--- config.mk ---
export PLATFORM = sky130hd
export DESIGN_NAME = sdram_arbiter_flat
export DESIGN_NICKNAME = d
export VERILOG_FILES = /design/src/rtl/sdram_arbiter_if.sv /design/src/rtl/sdram_arbiter.sv /design/src/flat_wrapper.sv
export SDC_FILE = /design/constraint.sdc
export NUM_CORES = 1
export LEC_CHECK = 0
export ABC_AREA = 1
export CAP_MARGIN = 20
export CORE_MARGIN = 2
export CORE_UTILIZATION = 43
export DETAILED_ROUTE_END_ITERATION = 16
export PLACE_DENSITY = 0.87
export SYNTH_ARGS = -nofsm -noshare
export SYNTH_HDL_FRONTEND = slang
export SYNTH_SLANG_ARGS = --single-unit
--- constraint.sdc ---
create_clock -name clk -period 7.9 [get_ports clk]
set_clock_uncertainty 0.1 [all_clocks]
set_input_delay 1.58 -clock clk [delete_from_list [all_inputs] [get_ports clk]]
set_output_delay 1.58 -clock clk [all_outputs]
set_load 0.1 [all_outputs]
--- src/rtl/sdram_arbiter_if.sv ---
// Bundle of requester-side and SDRAM-controller-side signals for sdram_arbiter.
// The arbiter connects through the slave modport; requesters and controller use master.
interface sdram_arbiter_if #(
    parameter int ADDR_W = 25,
    parameter int DATA_W = 32
);
    logic              init_done;
    logic [1:0]        req_read;
    logic [1:0]        req_write;
    logic [ADDR_W-1:0] req_addr0;
    logic [ADDR_W-1:0] req_addr1;
    logic [DATA_W-1:0] req_wdata0;
    logic [DATA_W-1:0] req_wdata1;
    logic [1:0]        req_ack;
    logic [1:0]        req_err;
    logic [DATA_W-1:0] rdata;
    logic              rw_read;
    logic              rw_write;
    logic [ADDR_W-1:0] data_addr;
    logic [DATA_W-1:0] data_write;
    logic              rw_ack;
    logic [DATA_W-1:0] data_read;

    modport slave (
        input  init_done, req_read, req_write, req_addr0, req_addr1,
               req_wdata0, req_wdata1, rw_ack, data_read,
        output req_ack, req_err, rdata, rw_read, rw_write, data_addr, data_write
    );

    modport master (
        output init_done, req_read, req_write, req_addr0, req_addr1,
               req_wdata0, req_wdata1, rw_ack, data_read,
        input  req_ack, req_err, rdata, rw_read, rw_write, data_addr, data_write
    );
endinterface

--- src/rtl/sdram_arbiter.sv ---
// Two-requester round-robin arbiter in front of a single SDRAM controller port.
// Define ARB_TIMEOUT_EN to add an ISSUE-state watchdog that ends a stuck command with REQ_ERR.
module sdram_arbiter #(
    parameter int ADDR_W         = 25,
    parameter int DATA_W         = 32,
    parameter int TIMEOUT_CYCLES = 256
) (
    input  logic               clk,
    input  logic               rst,
    sdram_arbiter_if.slave     bus
);

    if (TIMEOUT_CYCLES < 1) begin : g_bad_timeout
        $error("TIMEOUT_CYCLES must be at least 1");
    end

    typedef enum logic [1:0] {
        WAIT_INIT = 2'd0,
        IDLE      = 2'd1,
        ISSUE     = 2'd2,
        DONE      = 2'd3
    } state_t;

    state_t            state, state_n;
    logic              grant, grant_n;
    logic              last, last_n;
    logic              op_write, op_write_n;
    logic              rw_read_q, rw_read_n;
    logic              rw_write_q, rw_write_n;
    logic [ADDR_W-1:0] addr_q, addr_n;
    logic [DATA_W-1:0] wdata_q, wdata_n;
    logic [DATA_W-1:0] rdata_q, rdata_n;
    logic [1:0]        ack_q, ack_n;

`ifdef ARB_TIMEOUT_EN
    localparam int WD_W = $clog2(TIMEOUT_CYCLES + 1);
    logic [WD_W-1:0]   wd_q, wd_n;
    logic [1:0]        err_q, err_n;
`endif

    logic [1:0]        pending;
    logic              pick;
    logic              pick_write;

    // Round-robin choice: contention goes to the requester not served last.
    always_comb begin
        pending = bus.req_read | bus.req_write;
        if (pending == 2'b11) begin
            pick = ~last;
        end else begin
            pick = pending[1];
        end
        pick_write = pick ? bus.req_write[1] : bus.req_write[0];
    end

    always_comb begin
        // NOTE: every signal assigned here gets a default first, so no path leaves it unassigned and no latch is inferred.
        state_n    = state;
        grant_n    = grant;
        last_n     = last;
        op_write_n = op_write;
        rw_read_n  = rw_read_q;
        rw_write_n = rw_write_q;
        addr_n     = addr_q;
        wdata_n    = wdata_q;
        rdata_n    = rdata_q;
        ack_n      = 2'b00;
`ifdef ARB_TIMEOUT_EN
        wd_n       = wd_q;
        err_n      = 2'b00;
`endif

        if (!bus.init_done) begin
            state_n    = WAIT_INIT;
            rw_read_n  = 1'b0;
            rw_write_n = 1'b0;
        end else begin
            unique case (state)
                WAIT_INIT: state_n = IDLE;

                IDLE: begin
                    if (|pending) begin
                        grant_n    = pick;
                        op_write_n = pick_write;
                        rw_write_n = pick_write;
                        rw_read_n  = ~pick_write;
                        addr_n     = pick ? bus.req_addr1  : bus.req_addr0;
                        wdata_n    = pick ? bus.req_wdata1 : bus.req_wdata0;
`ifdef ARB_TIMEOUT_EN
                        wd_n       = '0;
`endif
                        state_n    = ISSUE;
                    end
                end

                ISSUE: begin
                    if (bus.rw_ack) begin
                        rw_read_n  = 1'b0;
                        rw_write_n = 1'b0;
                        ack_n      = grant ? 2'b10 : 2'b01;
                        if (!op_write) begin
                            rdata_n = bus.data_read;
                        end
                        last_n     = grant;
                        state_n    = DONE;
                    end
`ifdef ARB_TIMEOUT_EN
                    else if (wd_q == WD_W'(TIMEOUT_CYCLES - 1)) begin
                        // This is the last allowed ISSUE cycle; give up on the controller.
                        rw_read_n  = 1'b0;
                        rw_write_n = 1'b0;
                        err_n      = grant ? 2'b10 : 2'b01;
                        last_n     = grant;
                        state_n    = DONE;
                    end else begin
                        wd_n = wd_q + WD_W'(1);
                    end
`endif
                end

                DONE: state_n = IDLE;

                default: state_n = WAIT_INIT;
            endcase
        end
    end

    always_ff @(posedge clk or posedge rst) begin
        if (rst) begin
            state      <= WAIT_INIT;
            grant      <= 1'b0;
            last       <= 1'b1;
            op_write   <= 1'b0;
            rw_read_q  <= 1'b0;
            rw_write_q <= 1'b0;
            addr_q     <= '0;
            wdata_q    <= '0;
            rdata_q    <= '0;
            ack_q      <= 2'b00;
`ifdef ARB_TIMEOUT_EN
            wd_q       <= '0;
            err_q      <= 2'b00;
`endif
        end else begin
            // NOTE: non-blocking assignments make all registers update together from the previous cycle's values.
            state      <= state_n;
            grant      <= grant_n;
            last       <= last_n;
            op_write   <= op_write_n;
            rw_read_q  <= rw_read_n;
            rw_write_q <= rw_write_n;
            addr_q     <= addr_n;
            wdata_q    <= wdata_n;
            rdata_q    <= rdata_n;
            ack_q      <= ack_n;
`ifdef ARB_TIMEOUT_EN
            wd_q       <= wd_n;
            err_q      <= err_n;
`endif
        end
    end

    assign bus.rw_read    = rw_read_q;
    assign bus.rw_write   = rw_write_q;
    assign bus.data_addr  = addr_q;
    assign bus.data_write = wdata_q;
    assign bus.rdata      = rdata_q;
    assign bus.req_ack    = ack_q;
`ifdef ARB_TIMEOUT_EN
    assign bus.req_err    = err_q;
`else
    assign bus.req_err    = 2'b00;
`endif

endmodule

--- src/flat_wrapper.sv ---
// flat-port wrapper written by rule: the top's interface ports become plain ports
module sdram_arbiter_flat 
#(
    parameter int ADDR_W         = 25,
    parameter int DATA_W         = 32,
    parameter int TIMEOUT_CYCLES = 256
)
  (clk, rst, bus_init_done, bus_req_read, bus_req_write, bus_req_addr0, bus_req_addr1, bus_req_wdata0, bus_req_wdata1, bus_rw_ack, bus_data_read, bus_req_ack, bus_req_err, bus_rdata, bus_rw_read, bus_rw_write, bus_data_addr, bus_data_write);
  sdram_arbiter_if #(.ADDR_W(ADDR_W), .DATA_W(DATA_W)) bus_i ();
  input  logic clk;
  input  logic rst;
  input wire logic [$bits(bus_i.init_done)-1:0] bus_init_done;
  input wire logic [$bits(bus_i.req_read)-1:0] bus_req_read;
  input wire logic [$bits(bus_i.req_write)-1:0] bus_req_write;
  input wire logic [$bits(bus_i.req_addr0)-1:0] bus_req_addr0;
  input wire logic [$bits(bus_i.req_addr1)-1:0] bus_req_addr1;
  input wire logic [$bits(bus_i.req_wdata0)-1:0] bus_req_wdata0;
  input wire logic [$bits(bus_i.req_wdata1)-1:0] bus_req_wdata1;
  input wire logic [$bits(bus_i.rw_ack)-1:0] bus_rw_ack;
  input wire logic [$bits(bus_i.data_read)-1:0] bus_data_read;
  output wire logic [$bits(bus_i.req_ack)-1:0] bus_req_ack;
  output wire logic [$bits(bus_i.req_err)-1:0] bus_req_err;
  output wire logic [$bits(bus_i.rdata)-1:0] bus_rdata;
  output wire logic [$bits(bus_i.rw_read)-1:0] bus_rw_read;
  output wire logic [$bits(bus_i.rw_write)-1:0] bus_rw_write;
  output wire logic [$bits(bus_i.data_addr)-1:0] bus_data_addr;
  output wire logic [$bits(bus_i.data_write)-1:0] bus_data_write;
  assign bus_i.init_done = bus_init_done;
  assign bus_i.req_read = bus_req_read;
  assign bus_i.req_write = bus_req_write;
  assign bus_i.req_addr0 = bus_req_addr0;
  assign bus_i.req_addr1 = bus_req_addr1;
  assign bus_i.req_wdata0 = bus_req_wdata0;
  assign bus_i.req_wdata1 = bus_req_wdata1;
  assign bus_i.rw_ack = bus_rw_ack;
  assign bus_i.data_read = bus_data_read;
  assign bus_req_ack = bus_i.req_ack;
  assign bus_req_err = bus_i.req_err;
  assign bus_rdata = bus_i.rdata;
  assign bus_rw_read = bus_i.rw_read;
  assign bus_rw_write = bus_i.rw_write;
  assign bus_data_addr = bus_i.data_addr;
  assign bus_data_write = bus_i.data_write;
  sdram_arbiter #(.ADDR_W(ADDR_W), .DATA_W(DATA_W), .TIMEOUT_CYCLES(TIMEOUT_CYCLES)) u_core (.clk(clk), .rst(rst), .bus(bus_i));
endmodule
==> report_table.html, run 1 <==
<table>
<tr><th>Metric</th><th>Value</th></tr>
<tr><th colspan="2">Yosys</th></tr>
<tr><td>Average size of a mapped cell</td><td>7.51 um^2</td></tr>
<tr><td>Synth Register Bits</td><td>98</td></tr>
<tr><td>Number of distinct library cell variants in the gate-level netlist after synthesis</td><td>23</td></tr>
<tr><td>Number of instances in the synthesized netlist</td><td>627</td></tr>
<tr><td>Summed instance area of the synthesized netlist</td><td>4710 um^2</td></tr>
<tr><td>Number of warnings issued by yosys</td><td>0</td></tr>
<tr><td>Sequential fraction of the synthesis area</td><td>0.521</td></tr>
<tr><th colspan="2">Detailed routing</th></tr>
<tr><td>Total length of routed wires</td><td>13,400 um</td></tr>
<tr><td>Total via count after detailed routing</td><td>4,655</td></tr>
<tr><td>Routed wirelength normalized by instance count</td><td>13.4 um</td></tr>
<tr><td>Number of iterations in the first detailed-routing pass</td><td>4</td></tr>
<tr><td>Initial drt markers</td><td>270</td></tr>
<tr><td>Final routed DRC violation total</td><td>0</td></tr>
<tr><td>Count of nets left with antenna violations after detail routing</td><td>0</td></tr>
<tr><td>Routed via count divided by cell count</td><td>roughly 4.7</td></tr>
<tr><th colspan="2">Cells and area</th></tr>
<tr><td>Fill cell count</td><td>888</td></tr>
<tr><td>NumNets Final</td><td>1,010</td></tr>
<tr><td>Area grow syn2layout</td><td>56.4%</td></tr>
<tr><td>Final instance area</td><td>7360 um^2</td></tr>
<tr><td>Register cell area after layout</td><td>2450 um^2</td></tr>
<tr><td>Share of layout cells above drive strength 1</td><td>0.0338</td></tr>
<tr><td>Area of the multi-input gates</td><td>1780 um^2</td></tr>
<tr><td>Antenna diode count</td><td>0</td></tr>
<tr><td>Most frequent cells in the layout</td><td>255 x nand2_1, 246 x clkdlybuf4s50_1, 97 x dfrtp_1, 65 x inv_1, 60 x nor2_1</td></tr>
<tr><td>Commonest non-fill, non-tap cell in the layout</td><td>nand2_1</td></tr>
<tr><th colspan="2">Timing</th></tr>
<tr><td>Final setup violation count</td><td>0</td></tr>
<tr><td>Max-slew violation count</td><td>0</td></tr>
<tr><td>Worst hold-check slack</td><td>roughly 0.37 ns</td></tr>
<tr><td>Final min period</td><td>between 4 and 5 ns</td></tr>
<tr><td>Slew at the pin with the worst max-slew slack</td><td>1.09 ns</td></tr>
<tr><td>Part of the cycle the worst path needs</td><td>0.522</td></tr>
<tr><td>Fmax</td><td>0.243 GHz</td></tr>
<tr><td>Final hold violation count</td><td>0</td></tr>
<tr><td>Setup repair after global routing missed its margin</td><td>no</td></tr>
<tr><td>Worst-case headroom to the max-slew limit</td><td>0.271</td></tr>
<tr><td>Total negative slack for setup checks</td><td>0 ns</td></tr>
<tr><th colspan="2">GRT</th></tr>
<tr><td>Gr ovfl total</td><td>0</td></tr>
<tr><td>Vias in the first global route</td><td>4,265</td></tr>
<tr><td>Tot GR Track Use</td><td>0.227</td></tr>
<tr><td>Pin count of the biggest net entering global routing</td><td>117</td></tr>
<tr><td>Wire length of the first global-routing pass</td><td>around 21,000 um</td></tr>
<tr><td>Number of antenna violations at the first check in global routing</td><td>0</td></tr>
<tr><th colspan="2">Floorplanning</th></tr>
<tr><td>Die Width</td><td>109 um</td></tr>
<tr><td>Initial cell density of the core</td><td>0.438</td></tr>
<tr><td>Number of rows in the core area</td><td>38</td></tr>
<tr><td>Io pins</td><td>between 200 and 250</td></tr>
<tr><td>Overall die area</td><td>11,800 um^2</td></tr>
<tr><td>Vertical die dimension</td><td>109 um</td></tr>
<tr><td>Core area</td><td>10,700 um^2</td></tr>
<tr><th colspan="2">Status</th></tr>
<tr><td>Status</td><td>finished, final reports clean</td></tr>
<tr><th colspan="2">Worst setup path</th></tr>
<tr><td>Endpoint required time on the critical path</td><td>roughly 8.1 ns</td></tr>
<tr><td>Worst Setup End Kind</td><td>register</td></tr>
<tr><td>Data arrival time of the critical path</td><td>4.32 ns</td></tr>
<tr><td>Setup Crit Path Kind</td><td>primary input to register</td></tr>
<tr><td>Largest fanout on the critical path</td><td>35</td></tr>
<tr><td>Kind of start point of the critical path</td><td>primary input</td></tr>
<tr><th colspan="2">Clock tree</th></tr>
<tr><td>TritonCTS clock tree</td><td>built</td></tr>
<tr><td>Worst-skew pair later-pin latency</td><td>0.36 ns</td></tr>
<tr><td>Clock transition time at the flip-flop clock pins of the worst setup and hold paths</td><td>0.09 ns</td></tr>
<tr><td>Library cell used as clock root buffer</td><td>clkbuf_8</td></tr>
<tr><td>CTS hold repair buffers</td><td>0</td></tr>
<tr><td>Maximum count of clock buffers along a single path</td><td>2</td></tr>
<tr><td># Post-CTS Setup Buffers</td><td>0</td></tr>
<tr><td>H-tree lvl count</td><td>3</td></tr>
<tr><td>Clock sinks</td><td>98</td></tr>
<tr><td>Number of CTS-inserted buffers</td><td>9</td></tr>
<tr><td>Post-CTS Resized</td><td>0</td></tr>
<tr><th colspan="2">Placed design</th></tr>
<tr><td>Placer congestion estimate</td><td>0.807</td></tr>
<tr><td>Total of buffers placed on input and output ports</td><td>246</td></tr>
<tr><td>Placed cell area</td><td>7150 um^2</td></tr>
<tr><td>HPWL Detailed</td><td>9550 um</td></tr>
<tr><th colspan="2">Run</th></tr>
<tr><td>MaxCap Viol Count</td><td>0</td></tr>
<tr><th colspan="2">Worst hold path</th></tr>
<tr><td>Type of the most critical hold path</td><td>register to register</td></tr>
</table>
## through the flow
step | worst slack (ns) | utilization | cells
floorplan | 3.66 | - | 628
global placement | 3.54 | 0.666 | 981
detailed placement | 3.42 | 0.666 | 981
CTS | 3.79 | 0.682 | 997
global route | 3.51 | 0.685 | 998
finish | 3.78 | 0.685 | 998
## layer usage
| metal | vias to the layer above | routed length [um] | track usage | share of wire |
|---|---|---|---|---|
| li1 | 2347 | - | - | - |
| met1 | 2122 | 5350 | 0.269 | 0.40 |
| met2 | 165 | 6660 | 0.387 | 0.50 |
| met3 | 21 | 1100 | 0.0837 | 0.083 |
| met4 | 0 | 263 | 0.0650 | 0.020 |
| met5 | - | 0 | 0 | 0 |
## area by class of cell
| class | instances | area share |
|---|---|---|
| Sequential cell | 98 | 0.333 |
| Inverter | 69 | 0.0355 |
| Clock buffer | 11 | 0.0192 |
| Clock inverter | 5 | 0.00510 |
| Tap cell | 140 | 0.0238 |
| Multi-Input combinational cell | 426 | 0.242 |
| Timing Repair Buffer | 249 | 0.340 |
## critical path: stages
cell and delay [ns]:
clkdlybuf4s50_1 0.50, nand2_1 0.10, clkinv_1 0.72, nand2_1 1.12
nand2_1 0.17, nand2_1 0.12
## state kept, by name, indices dropped and copies added, names as in the netlist
signal,count
u_core.bus.data_write,32
u_core.grant,1
u_core.state,2
u_core.bus.rw_write,1
u_core.op_write,1
u_core.bus.req_ack,2
u_core.bus.rdata,32
u_core.last,1
u_core.bus.data_addr,25
u_core.bus.rw_read,1
## cells by family (layout without fill, tap and decap cells)
family          after synthesis  after routing  synth area share
compound gates               63             63            0.0678
fa+ha+maj                     3              3           0.00798
buf+inv                     104            334             0.100
flops                        98             98             0.521
simple gates                358            358             0.302
other cells                   1              2          0.000797
## final timing paths
path / start / endpoint / slack [ns] / cells past startpoint
hold / removal: u_core.grant$_DFFE_PP0P_ / u_core.bus.req_ack[0]$_DFF_PP0_ / 0.37 / 1
max in group asynchronous: rst / u_core.bus.data_addr[5]$_DFFE_PP0P_ / 5.07 / 3
hold reg to reg: u_core.grant$_DFFE_PP0P_ / u_core.bus.req_ack[0]$_DFF_PP0_ / 0.37 / 1
setup reg to reg: u_core.state[0]$_DFFE_PP0P_ / u_core.bus.rdata[24]$_DFFE_PP0P_ / 4.84 / 7
setup / recovery: bus_init_done / u_core.bus.rdata[24]$_DFFE_PP0P_ / 3.78 / 6
min in group asynchronous: rst / u_core.bus.data_write[9]$_DFFE_PP0P_ / 1.49 / 2
## Yosys cell counts (all sizes together)
library cell / number / area [um^2]
clkinv: 2 / 7.51
nand3b: 1 / 7.51
clkbuf: 8 / 30.0
ha: 3 / 37.5
nor2: 62 / 238
o21ai: 63 / 319
inv: 67 / 251
nand3: 34 / 170
buf: 27 / 183
or2: 2 / 12.5
dfstp: 1 / 26.3
nand2: 258 / 986
nand4: 1 / 6.26
conb: 1 / 3.75
dfrtp: 97 / 2430
Power of run 1 is not shown: default switching activity piles up to over one toggle a cycle in this logic, so the estimate is an artifact.
==> inputs of run 2 (changes only) <==
Settings changed: CORE_UTILIZATION 43 to 40, PLACE_DENSITY 0.87 to 0.81.
Clock period 7.9 ns to 3.8 ns, I/O delays scaled along.
==> run 2 against run 1 <==
Net effect: setup slack got worse by 2.7 ns; via count stayed put; register-to-register slack got worse by 3.0 ns; cell area grew 2.7%; critical path depth down 5; flip-flop and latch count unchanged; non-clock buffer count grew 5; sequential share of layout area shrank 0.87 points; die area up 7.2%; core utilization shrank 2.6 points; first-iteration DRC count shrank 34%; final cell count grew 0.80%.
==> report_table.html, run 2 (synthesis gave the netlist of run 1 again) <==
<table>
<tr><th>Metric</th><th>Value</th></tr>
<tr><th colspan="2">Status</th></tr>
<tr><td>Status</td><td>finished, final reports clean (unchanged)</td></tr>
<tr><th colspan="2">Clock tree</th></tr>
<tr><td>Post-CTS Resized</td><td>0 (unchanged)</td></tr>
<tr><td>Library cell used as clock root buffer</td><td>clkbuf_16 (was clkbuf_8)</td></tr>
<tr><td>H-tree lvl count</td><td>3 (unchanged)</td></tr>
<tr><td>Clock transition time at the flip-flop clock pins of the worst setup and hold paths</td><td>0.07 ns (was 0.09 ns)</td></tr>
<tr><td>Maximum count of clock buffers along a single path</td><td>2 (unchanged)</td></tr>
<tr><td>TritonCTS clock tree</td><td>built (unchanged)</td></tr>
<tr><td>Clock sinks</td><td>98 (unchanged)</td></tr>
<tr><td>CTS hold repair buffers</td><td>0 (unchanged)</td></tr>
<tr><td>Number of CTS-inserted buffers</td><td>9 (unchanged)</td></tr>
<tr><td># Post-CTS Setup Buffers</td><td>0 (unchanged)</td></tr>
<tr><td>Worst-skew pair later-pin latency</td><td>0.33 ns (was 0.36 ns)</td></tr>
<tr><th colspan="2">Run</th></tr>
<tr><td>MaxCap Viol Count</td><td>0 (unchanged)</td></tr>
<tr><th colspan="2">Timing</th></tr>
<tr><td>Worst-case headroom to the max-slew limit</td><td>0.304 (was 0.271)</td></tr>
<tr><td>Final min period</td><td>2.74 ns</td></tr>
<tr><td>Final setup violation count</td><td>0 (unchanged)</td></tr>
<tr><td>Total negative slack for setup checks</td><td>0 ns (unchanged)</td></tr>
<tr><td>Setup repair after global routing missed its margin</td><td>no (unchanged)</td></tr>
<tr><td>Final hold violation count</td><td>0 (unchanged)</td></tr>
<tr><td>Slew at the pin with the worst max-slew slack</td><td>1.04 ns (was 1.09 ns)</td></tr>
<tr><td>Fmax</td><td>between 0.3 and 0.4 GHz</td></tr>
<tr><td>Part of the cycle the worst path needs</td><td>0.721</td></tr>
<tr><td>Max-slew violation count</td><td>0 (unchanged)</td></tr>
<tr><th colspan="2">Cells and area</th></tr>
<tr><td>Antenna diode count</td><td>0 (unchanged)</td></tr>
<tr><td>Area grow syn2layout</td><td>60.6% (was 56.4%)</td></tr>
<tr><td>Most frequent cells in the layout</td><td>255 x nand2_1, 246 x clkdlybuf4s50_1, 97 x dfrtp_1, 65 x inv_1, 60 x nor2_1 (unchanged)</td></tr>
<tr><td>Commonest non-fill, non-tap cell in the layout</td><td>nand2_1 (unchanged)</td></tr>
<tr><td>NumNets Final</td><td>1,015 (was 1,010)</td></tr>
<tr><td>Fill cell count</td><td>983 (was 888)</td></tr>
<tr><td>Register cell area after layout</td><td>2450 um^2 (unchanged)</td></tr>
<tr><td>Share of layout cells above drive strength 1</td><td>0.0394 (was 0.0338)</td></tr>
<tr><td>Area of the multi-input gates</td><td>1780 um^2 (unchanged)</td></tr>
<tr><th colspan="2">Detailed routing</th></tr>
<tr><td>Routed wirelength normalized by instance count</td><td>13.1 um (was 13.4 um)</td></tr>
<tr><td>Routed via count divided by cell count</td><td>4.63 (was 4.66)</td></tr>
<tr><td>Total length of routed wires</td><td>13,200 um (was 13,400 um)</td></tr>
<tr><td>Count of nets left with antenna violations after detail routing</td><td>0 (unchanged)</td></tr>
<tr><td>Number of iterations in the first detailed-routing pass</td><td>4 (unchanged)</td></tr>
<tr><td>Initial drt markers</td><td>178 (was 270)</td></tr>
<tr><td>Final routed DRC violation total</td><td>0 (unchanged)</td></tr>
<tr><td>Total via count after detailed routing</td><td>4,655 (unchanged)</td></tr>
<tr><th colspan="2">Worst setup path</th></tr>
<tr><td>Worst Setup End Kind</td><td>output pin (was register)</td></tr>
<tr><td>Data arrival time of the critical path</td><td>1.88 ns (was 4.32 ns)</td></tr>
<tr><td>Largest fanout on the critical path</td><td>2 (was 35)</td></tr>
<tr><td>Combined buffer and inverter count along the critical path</td><td>1 (was 2)</td></tr>
<tr><td>Kind of start point of the critical path</td><td>register (was primary input)</td></tr>
<tr><td>Family with the most delay on the worst path</td><td>buffers and inverters (was simple AND/OR/NAND/NOR gates)</td></tr>
<tr><td>CP max-delay cell</td><td>clkdlybuf4s50_1 (was nand2_1)</td></tr>
<tr><td>Setup Crit Path Kind</td><td>register to output pin (was primary input to register)</td></tr>
<tr><td>Endpoint required time on the critical path</td><td>2.94 ns (was 8.10 ns)</td></tr>
<tr><td>Crit-path cells</td><td>clkdlybuf4s50_1 (was clkdlybuf4s50_1, nand2_1, clkinv_1, nand2_1, nand2_1, nand2_1)</td></tr>
<tr><td>Largest stage delay on the critical path</td><td>1.16 ns (was 1.12 ns)</td></tr>
<tr><th colspan="2">GRT</th></tr>
<tr><td>Vias in the first global route</td><td>4,491 (was 4,265)</td></tr>
<tr><td>Pin count of the biggest net entering global routing</td><td>72 (was 117)</td></tr>
<tr><td>Wire length of the first global-routing pass</td><td>21,700 um (was 20,900 um)</td></tr>
<tr><td>Gr ovfl total</td><td>0 (unchanged)</td></tr>
<tr><td>Number of antenna violations at the first check in global routing</td><td>0 (unchanged)</td></tr>
<tr><td>Tot GR Track Use</td><td>0.211 (was 0.227)</td></tr>
<tr><th colspan="2">Floorplanning</th></tr>
<tr><td>Die Width</td><td>112 um (was 109 um)</td></tr>
<tr><td>Overall die area</td><td>12,600 um^2 (was 11,800 um^2)</td></tr>
<tr><td>Initial cell density of the core</td><td>0.410 (was 0.438)</td></tr>
<tr><td>Number of rows in the core area</td><td>39 (was 38)</td></tr>
<tr><td>Core area</td><td>11,500 um^2 (was 10,700 um^2)</td></tr>
<tr><td>Io pins</td><td>249 (unchanged)</td></tr>
<tr><td>Vertical die dimension</td><td>112 um (was 109 um)</td></tr>
<tr><th colspan="2">Placed design</th></tr>
<tr><td>Total of buffers placed on input and output ports</td><td>246 (unchanged)</td></tr>
<tr><td>HPWL Detailed</td><td>9420 um (was 9550 um)</td></tr>
<tr><td>Placer congestion estimate</td><td>0.821 (was 0.807)</td></tr>
<tr><th colspan="2">Worst hold path</th></tr>
<tr><td>Type of the most critical hold path</td><td>register to register (unchanged)</td></tr>
</table>
[run 2: changes by cell type in the layout (fill, tap and decap cells not counted), sizes merged]
cell	before	now
clkinvlp	2	0
buf	3	8
bufinv	0	2
clkbuf	11	12
inv	68	67
[run 2: per-layer routing]
| layer | routed length, um | track usage | vias up |
|---|---|---|---|
| met5 | 0 | 0 | - |
| li1 | - | - | 2354 |
| met1 | 5680 | 0.269 | 2089 |
| met3 | 1110 | 0.0616 | 24 |
| met4 | 335 | 0.0724 | 0 |
| met2 | 6070 | 0.346 | 188 |
[run 2: worst paths after layout]
check / from / end / slack (ns) / depth (start not counted)
max: u_core.bus.data_write[26]$_DFFE_PP0P_ / bus_data_write[26] / 1.06 / 1
min: u_core.grant$_DFFE_PP0P_ / u_core.bus.req_ack[0]$_DFF_PP0_ / 0.35 / 1
max reg2reg: u_core.state[1]$_DFFE_PP0P_ / u_core.bus.data_write[19]$_DFFE_PP0P_ / 1.87 / 9
min reg2reg: u_core.grant$_DFFE_PP0P_ / u_core.bus.req_ack[0]$_DFF_PP0_ / 0.35 / 1
max in group asynchronous: rst / u_core.bus.rdata[15]$_DFFE_PP0P_ / 1.93 / 3
min in group asynchronous: rst / u_core.bus.rdata[21]$_DFFE_PP0P_ / 0.89 / 2
[run 2: final cells by class]
type / count / area share
well taps: 143 / 0.0237
inverters: 69 / 0.0346
clock buffers: 12 / 0.0339
multi-input cells: 426 / 0.236
clock inverters: 4 / 0.00977
flip-flops and latches: 98 / 0.325
repair buffers: 254 / 0.337
[run 2: metrics by stage]
| stage | cells | hold WS [ns] | utilization | setup WS, ns | cell area, um^2 |
|---|---|---|---|---|---|
| 2_1_floorplan | 628 | 0.326 | - | 0.380 | 4710 |
| 3_3_place_gp | 990 | 0.351 | 0.630 | 1.10 | 7230 |
| 3_5_place_dp | 990 | 0.344 | 0.630 | 1.06 | 7230 |
| 4_1_cts | 1006 | 0.356 | 0.659 | 1.04 | 7560 |
| 5_1_grt | 1006 | 0.383 | 0.659 | 1.02 | 7560 |
| 6_report | 1006 | 0.354 | 0.659 | 1.06 | 7560 |
Power of run 2 is left out for the same reason.
